===== src/rtl/axi_led_slave.sv =====
// AXI4-Lite slave exposing one LED control register at byte offset 0x0.
// Define AXI_LED_ACTIVE_LOW_EN to drive o_led inverted for active-low boards.
module axi_led_slave #(
  parameter int AXI_ADDR_BW_p = 4,
  parameter int LED_NBR_p     = 32
) (
  input  logic                     clk,
  input  logic                     rst_n,
  input  logic [AXI_ADDR_BW_p-1:0] i_axi_awaddr,
  input  logic                     i_axi_awvalid,
  output logic                     o_axi_awready,
  input  logic [31:0]              i_axi_wdata,
  input  logic                     i_axi_wvalid,
  output logic                     o_axi_wready,
  output logic [1:0]               o_axi_bresp,
  output logic                     o_axi_bvalid,
  input  logic                     i_axi_bready,
  input  logic [AXI_ADDR_BW_p-1:0] i_axi_araddr,
  input  logic                     i_axi_arvalid,
  output logic                     o_axi_arready,
  output logic [31:0]              o_axi_rdata,
  output logic [1:0]               o_axi_rresp,
  output logic                     o_axi_rvalid,
  input  logic                     i_axi_rready,
  output logic [LED_NBR_p-1:0]     o_led
);

  localparam logic [1:0]  RESP_OKAY   = 2'b00;
  localparam logic [1:0]  RESP_SLVERR = 2'b10;
  localparam logic [31:0] ERR_DATA    = 32'hDEAD_DEAD;

  function automatic logic addr_ok(input logic [AXI_ADDR_BW_p-1:0] addr);
    return addr == '0;
  endfunction

  logic                 ready_en;
  logic [LED_NBR_p-1:0] led_reg;
  logic [31:0]          led_ext;

  always_comb begin
    led_ext                 = '0;
    led_ext[LED_NBR_p-1:0]  = led_reg;
  end

  // Readies stay low until the first clock edge after reset release.
  always_ff @(posedge clk or negedge rst_n) begin
    if (!rst_n) ready_en <= 1'b0;
    else        ready_en <= 1'b1;
  end

  // ---- Read path: p0 = skid entry, p1 = output response register ----
  logic        r_vld_p0, r_vld_p1;
  logic [31:0] r_data_p0, r_data_p1;
  logic [1:0]  r_resp_p0, r_resp_p1;
  logic        ar_hs, r_hs;
  logic [31:0] ar_data;
  logic [1:0]  ar_resp;

  assign o_axi_arready = ready_en & ~r_vld_p0;
  assign ar_hs         = i_axi_arvalid & o_axi_arready;
  assign r_hs          = r_vld_p1 & i_axi_rready;
  assign ar_data       = addr_ok(i_axi_araddr) ? led_ext : ERR_DATA;
  assign ar_resp       = addr_ok(i_axi_araddr) ? RESP_OKAY : RESP_SLVERR;

  always_ff @(posedge clk or negedge rst_n) begin
    if (!rst_n) begin
      r_vld_p0  <= 1'b0;
      r_data_p0 <= '0;
      r_resp_p0 <= '0;
      r_vld_p1  <= 1'b0;
      r_data_p1 <= '0;
      r_resp_p1 <= '0;
    end else if (!r_vld_p1 || r_hs) begin
      if (r_vld_p0) begin
        r_vld_p1  <= 1'b1;
        r_data_p1 <= r_data_p0;
        r_resp_p1 <= r_resp_p0;
        r_vld_p0  <= 1'b0;
      end else if (ar_hs) begin
        r_vld_p1  <= 1'b1;
        r_data_p1 <= ar_data;
        r_resp_p1 <= ar_resp;
      end else begin
        r_vld_p1  <= 1'b0;
      end
    end else if (ar_hs) begin
      r_vld_p0  <= 1'b1;
      r_data_p0 <= ar_data;
      r_resp_p0 <= ar_resp;
    end
  end

  assign o_axi_rvalid = r_vld_p1;
  assign o_axi_rdata  = r_data_p1;
  assign o_axi_rresp  = r_resp_p1;

  // ---- Write path p0: independent 2-entry AW and W FIFOs ----
  logic [AXI_ADDR_BW_p-1:0] aw_mem_p0 [2];
  logic [31:0]              w_mem_p0  [2];
  logic                     aw_wr_ptr, aw_rd_ptr, w_wr_ptr, w_rd_ptr;
  logic [1:0]               aw_cnt_p0, w_cnt_p0;
  logic                     aw_push, w_push, wr_exec;
  logic                     b_vld_p1;
  logic [1:0]               b_resp_p1;
  logic [AXI_ADDR_BW_p-1:0] exec_addr;
  logic [31:0]              exec_data;

  assign o_axi_awready = ready_en & (aw_cnt_p0 != 2'd2);
  assign o_axi_wready  = ready_en & (w_cnt_p0 != 2'd2);
  assign aw_push       = i_axi_awvalid & o_axi_awready;
  assign w_push        = i_axi_wvalid & o_axi_wready;
  assign wr_exec       = (aw_cnt_p0 != 2'd0) & (w_cnt_p0 != 2'd0) & (~b_vld_p1 | i_axi_bready);
  assign exec_addr     = aw_mem_p0[aw_rd_ptr];
  assign exec_data     = w_mem_p0[w_rd_ptr];

  always_ff @(posedge clk) begin
    if (aw_push) aw_mem_p0[aw_wr_ptr] <= i_axi_awaddr;
    if (w_push)  w_mem_p0[w_wr_ptr]   <= i_axi_wdata;
  end

  always_ff @(posedge clk or negedge rst_n) begin
    if (!rst_n) begin
      aw_wr_ptr <= 1'b0;
      aw_rd_ptr <= 1'b0;
      aw_cnt_p0 <= 2'd0;
      w_wr_ptr  <= 1'b0;
      w_rd_ptr  <= 1'b0;
      w_cnt_p0  <= 2'd0;
    end else begin
      if (aw_push) aw_wr_ptr <= ~aw_wr_ptr;
      if (w_push)  w_wr_ptr  <= ~w_wr_ptr;
      if (wr_exec) begin
        aw_rd_ptr <= ~aw_rd_ptr;
        w_rd_ptr  <= ~w_rd_ptr;
      end
      aw_cnt_p0 <= aw_cnt_p0 + 2'(aw_push) - 2'(wr_exec);
      w_cnt_p0  <= w_cnt_p0 + 2'(w_push) - 2'(wr_exec);
    end
  end

  // ---- Write path p1: execute, LED update and B response register ----
  always_ff @(posedge clk or negedge rst_n) begin
    if (!rst_n) begin
      b_vld_p1  <= 1'b0;
      b_resp_p1 <= '0;
      led_reg   <= '0;
    end else if (wr_exec) begin
      b_vld_p1 <= 1'b1;
      if (addr_ok(exec_addr)) begin
        b_resp_p1 <= RESP_OKAY;
        led_reg   <= exec_data[LED_NBR_p-1:0];
      end else begin
        b_resp_p1 <= RESP_SLVERR;
      end
    end else if (i_axi_bready) begin
      b_vld_p1 <= 1'b0;
    end
  end

  assign o_axi_bvalid = b_vld_p1;
  assign o_axi_bresp  = b_resp_p1;

`ifdef AXI_LED_ACTIVE_LOW_EN
  assign o_led = ~led_reg;
`else
  assign o_led = led_reg;
`endif

endmodule


===== config.mk =====
export PLATFORM = sky130hd
export DESIGN_NAME = axi_led_slave
export DESIGN_NICKNAME = d
export VERILOG_FILES = /design/src/rtl/axi_led_slave.sv
export SDC_FILE = /design/constraint.sdc
export NUM_CORES = 1
export LEC_CHECK = 0
export ABC_AREA = 1
export CAP_MARGIN = 40
export CELL_PAD_IN_SITES_DETAIL_PLACEMENT = 0
export CELL_PAD_IN_SITES_GLOBAL_PLACEMENT = 2
export CORE_MARGIN = 4
export CORE_UTILIZATION = 35
export CTS_BUF_LIST = sky130_fd_sc_hd__clkbuf_8
export CTS_CLUSTER_DIAMETER = 50
export DETAILED_ROUTE_END_ITERATION = 8
export PLACE_DENSITY = 0.88
export SKIP_LAST_GASP = 1
export SLEW_MARGIN = 0
export SYNTH_ARGS = -nofsm -noshare
export SYNTH_HDL_FRONTEND = slang
export SYNTH_SLANG_ARGS = --single-unit
export TNS_END_PERCENT = 20

===== constraint.sdc =====
create_clock -name clk -period 2.8 [get_ports clk]
set_input_delay 0.7 -clock clk [delete_from_list [all_inputs] [get_ports clk]]
set_output_delay 0.7 -clock clk [all_outputs]
set_load 0.1 [all_outputs]

==> results summary <==
For the final database, setup skew stands at approximately 0.013 ns. For this run, the leading register cell type out of synthesis is sky130_fd_sc_hd__dfrtp_1. The number of failing setup endpoints in the final timing report is 0. Combinational logic is responsible for about 45% of the overall power. TritonCTS built the clock tree.

The number of rows in the core area is 53. The worst-case setup slack after placement came out at 0.426 ns. After legalization and detailed placement, the total HPWL measured between 10000 and 15000 microns.

The register-to-register path setup slack is approximately 0.95 ns. The share of flip-flops with an asynchronous set or reset after synthesis came out at 60.7%. The sum of routed wire segments on met1 is 7960 microns. The min-delay analysis places its worst path in the category in2async.

The via density per instance is 4.41. The amount of wire on met3 after detailed routing came out at 835 microns. The number of clock sinks is 183. The post-synthesis cell type count is 26.

For this configuration, the core starts out at a cell density of roughly 36%. Ranked by total cell area, the synthesized netlist is headed by sky130_fd_sc_hd__dfrtp_1 37%, sky130_fd_sc_hd__edfxtp_1 29%, sky130_fd_sc_hd__nand2_1 12%. The clock root buffer is sky130_fd_sc_hd__clkbuf_8.

Internal power comes to 5150 uW. The number of pins exceeding their max-slew limit in the final report is 0. The worst supply voltage drop on vdd came out at 0.446 mV. The number of buffers on the longest clock path is 2. The critical path is of the reg2out type. Setup repair after global routing left no endpoint under its margin. The share of the Yosys chip area taken by registers is 65.5%. The flow ran to the end, and the final reports show no timing, DRC or antenna violations. The count of cells along the worst register-to-register path is 8.

The CTS buffer count is 17. The number of nets with antenna violations after detailed routing came out at 0. The pin count of the biggest net entering global routing came out at 66. The vertical extent of the die is 155 microns. The final critical-path share of the clock period is roughly three quarters.

The post-layout minimum cycle time came out at 2.13 ns. For the worst setup path, the data required time is 2.10 ns. After clock tree synthesis, the clock-pin slew on the worst setup and hold paths is 0.10 ns.

In the final routed layout, each cell accounts on average for 14.3 microns. The overflow left after global routing is 0. The net switching share of the total power is 49.0%. The total length of routed wires came out at 16600 microns.

The post-CTS setup-driven buffer insertion count came out at 0. In this run the top signal layer used is met4. The utilization of the core after routing is 43.5%. At the pin with the least slew margin, the transition time is 0.612 ns. The post-layout worst setup margin came out at around 0.67 ns.

The post-cts sizing count is 0. The relative area change from synthesis to final layout came out at 21.7%. The maximum achievable frequency is 470 MHz.

At the later pin of the worst-skew pair, clock insertion delay measures 0.45 ns. The average footprint of a synthesized cell is 9.90 sq um. The cts-stage hold buffer count is 0.

The arrival time reported for the critical path endpoint is 1.43 ns. The switching power summed over all nets came out at slightly below 5000 uW. The level count of the clock H-tree came out at 4. The floorplan step defined a die boundary enclosing 24000 sq um.

The repair_antennas step left the layout with diodes totalling 0. The capturing element type of the critical path is a primary output. The area of the core region is 21100 sq um.

The overall track demand over capacity in global routing is 14.1%. The total number of vias is 5121. The share of post-route cells with drive strength above 1 is 15.4%. The top cell types in the final layout, fill and taps aside, are 249 x sky130_fd_sc_hd__nand2_1, 111 x sky130_fd_sc_hd__dfrtp_1, 83 x sky130_fd_sc_hd__buf_4.

The total length of routed met2 wires is 7340 microns. The total of max-cap violations came out at 0. In this run the power density over the cells is 1100 nW/um^2.

The final layout contains 923 nets. The critical register-to-register path endpoint is o_led[16]. The clock network power share came out at between 10% and 20%. The initial antenna violation count came out at 0. The count of buffers from port buffering is 117. The count of unresolved DRC violations after routing is 0. The count of mapped cells out of synthesis is 762. The largest fanout on the critical path is 3. The first global-routing pass estimated roughly 27000 microns of wire. The number of endpoints with negative hold slack in the final report was 0.

The sequential share of power is 37.8%. The number of violations reported at the end of detailed-routing iteration 0 is ~430. Summed over all instances, the cell type with the most area after synthesis is sky130_fd_sc_hd__dfrtp_1. The number of global-route vias before repair came out at 4929.

The leakage power is 0.00432 uW. The share of the synthesized area in the top cell type is 36.8%. The post-synthesis cell area is 7540 sq um.

Leaving out fill and tap cells, the most frequent cell in the layout is sky130_fd_sc_hd__nand2_1. The synthesized design contains 183 register bits. The number of filler instances in the final layout came out at around 2100. The worst-case headroom to the max-slew limit is 59.0%.

The last weighted congestion value of the routability-driven placer is 0.724. The number of warnings reported in the yosys synthesis log came out at 0. The worst setup path is launched from a flip-flop.

The worst register-to-register path begins at aw_rd_ptr. The iteration count of the initial detailed-routing pass is 5. The number of top-level pins came out at 120. The die is 155 microns wide. The number of flops mapped to enable cells by yosys is between 70 and 80.
through the flow:
step                      cell area (sq um)  std cells  total power, uW  TNS, ns  hold slack (ns)
after detailed placement               8800       1128             8470        0            0.466
final                                  9180       1160            10100        0            0.212
after CTS                              9180       1160            10200        0            0.203
after floorplan                        7560        763             7340   -10.11            0.404
after global placement                 8780       1127             8410        0            0.465
after global routing                   9180       1160            10600        0            0.207
power by group through the flow:
stage / Clock [uW] / Sequential, uW / Combinational, uW
6_report: 1750 / 3810 / 4540
5_1_grt: 1920 / 3900 / 4830
4_1_cts: 1810 / 3820 / 4600
3_5_place_dp: 0 / 3870 / 4590
3_3_place_gp: 0 / 3860 / 4550
2_1_floorplan: 0 / 6120 / 1220
critical path, cell delays in order, from the launching register on:
cell and delay, ns:
sky130_fd_sc_hd__dfrtp_1 0.42, sky130_fd_sc_hd__inv_2 0.09, sky130_fd_sc_hd__a21oi_2 0.16, sky130_fd_sc_hd__buf_4 0.32
cell families after synthesis:
logic type | count (synthesis) | synth area share (%)
AO/OA/AOI/OAI | 72 | 4.83
other | 2 | 0.0996
XOR/XNOR | 8 | 0.929
AND/OR/NAND/NOR | 401 | 22.3
flip-flops | 183 | 65.5
buffers and inverters | 92 | 5.71
adder cells (fa/ha/maj) | 4 | 0.664
worst max path at each step:
stage | startpoint | to | cells past startpoint
after floorplan | w_cnt_p0[0] | w_mem_p0[0][0] | 4
after global placement | i_axi_rready | r_data_p0[5] | 7
after detailed placement | i_axi_bready | w_cnt_p0[1] | 8
after CTS | ready_en | o_axi_wready | 3
after global routing | ready_en | o_axi_wready | 3
final | ready_en | o_axi_wready | 3
cells in the mapped netlist, types with 7 or more instances:
cell type / number
sky130_fd_sc_hd__buf_2: 26
sky130_fd_sc_hd__clkbuf_1: 7
sky130_fd_sc_hd__dfrtp_1: 111
sky130_fd_sc_hd__edfxtp_1: 72
sky130_fd_sc_hd__inv_1: 44
sky130_fd_sc_hd__inv_2: 7
sky130_fd_sc_hd__nand2_1: 249
sky130_fd_sc_hd__nand3_1: 62
sky130_fd_sc_hd__nor2_1: 62
sky130_fd_sc_hd__o21ai_0: 35
sky130_fd_sc_hd__o21ai_1: 34
sky130_fd_sc_hd__or2_0: 16
layout make-up:
| type | count | area, sq um | share of cell area, % |
|---|---|---|---|
| flip-flops and latches | 183 | 4940 | 53.8 |
| multi-input cells | 488 | 2190 | 23.8 |
| repair buffers | 131 | 1130 | 12.3 |
| well taps | 275 | 344 | 3.75 |
| clock buffers | 17 | 234 | 2.55 |
| inverters | 51 | 191 | 2.09 |
| clock inverters | 15 | 150 | 1.64 |
state kept, by name, summed over array words and instances, names as in the netlist, 2 cells and up:
register,count
w_mem_p0,64
o_axi_rdata,32
o_led,32
r_data_p0,32
aw_mem_p0,8
aw_cnt_p0,2
w_cnt_p0,2
layer usage:
layer,vias to the layer above,GRT usage [%]
met1,2321,19.6
li1,2662,-
met3,25,3.83
met4,0,5.13
met5,-,0
met2,113,21.3
Power figures use the tool's default switching activity.
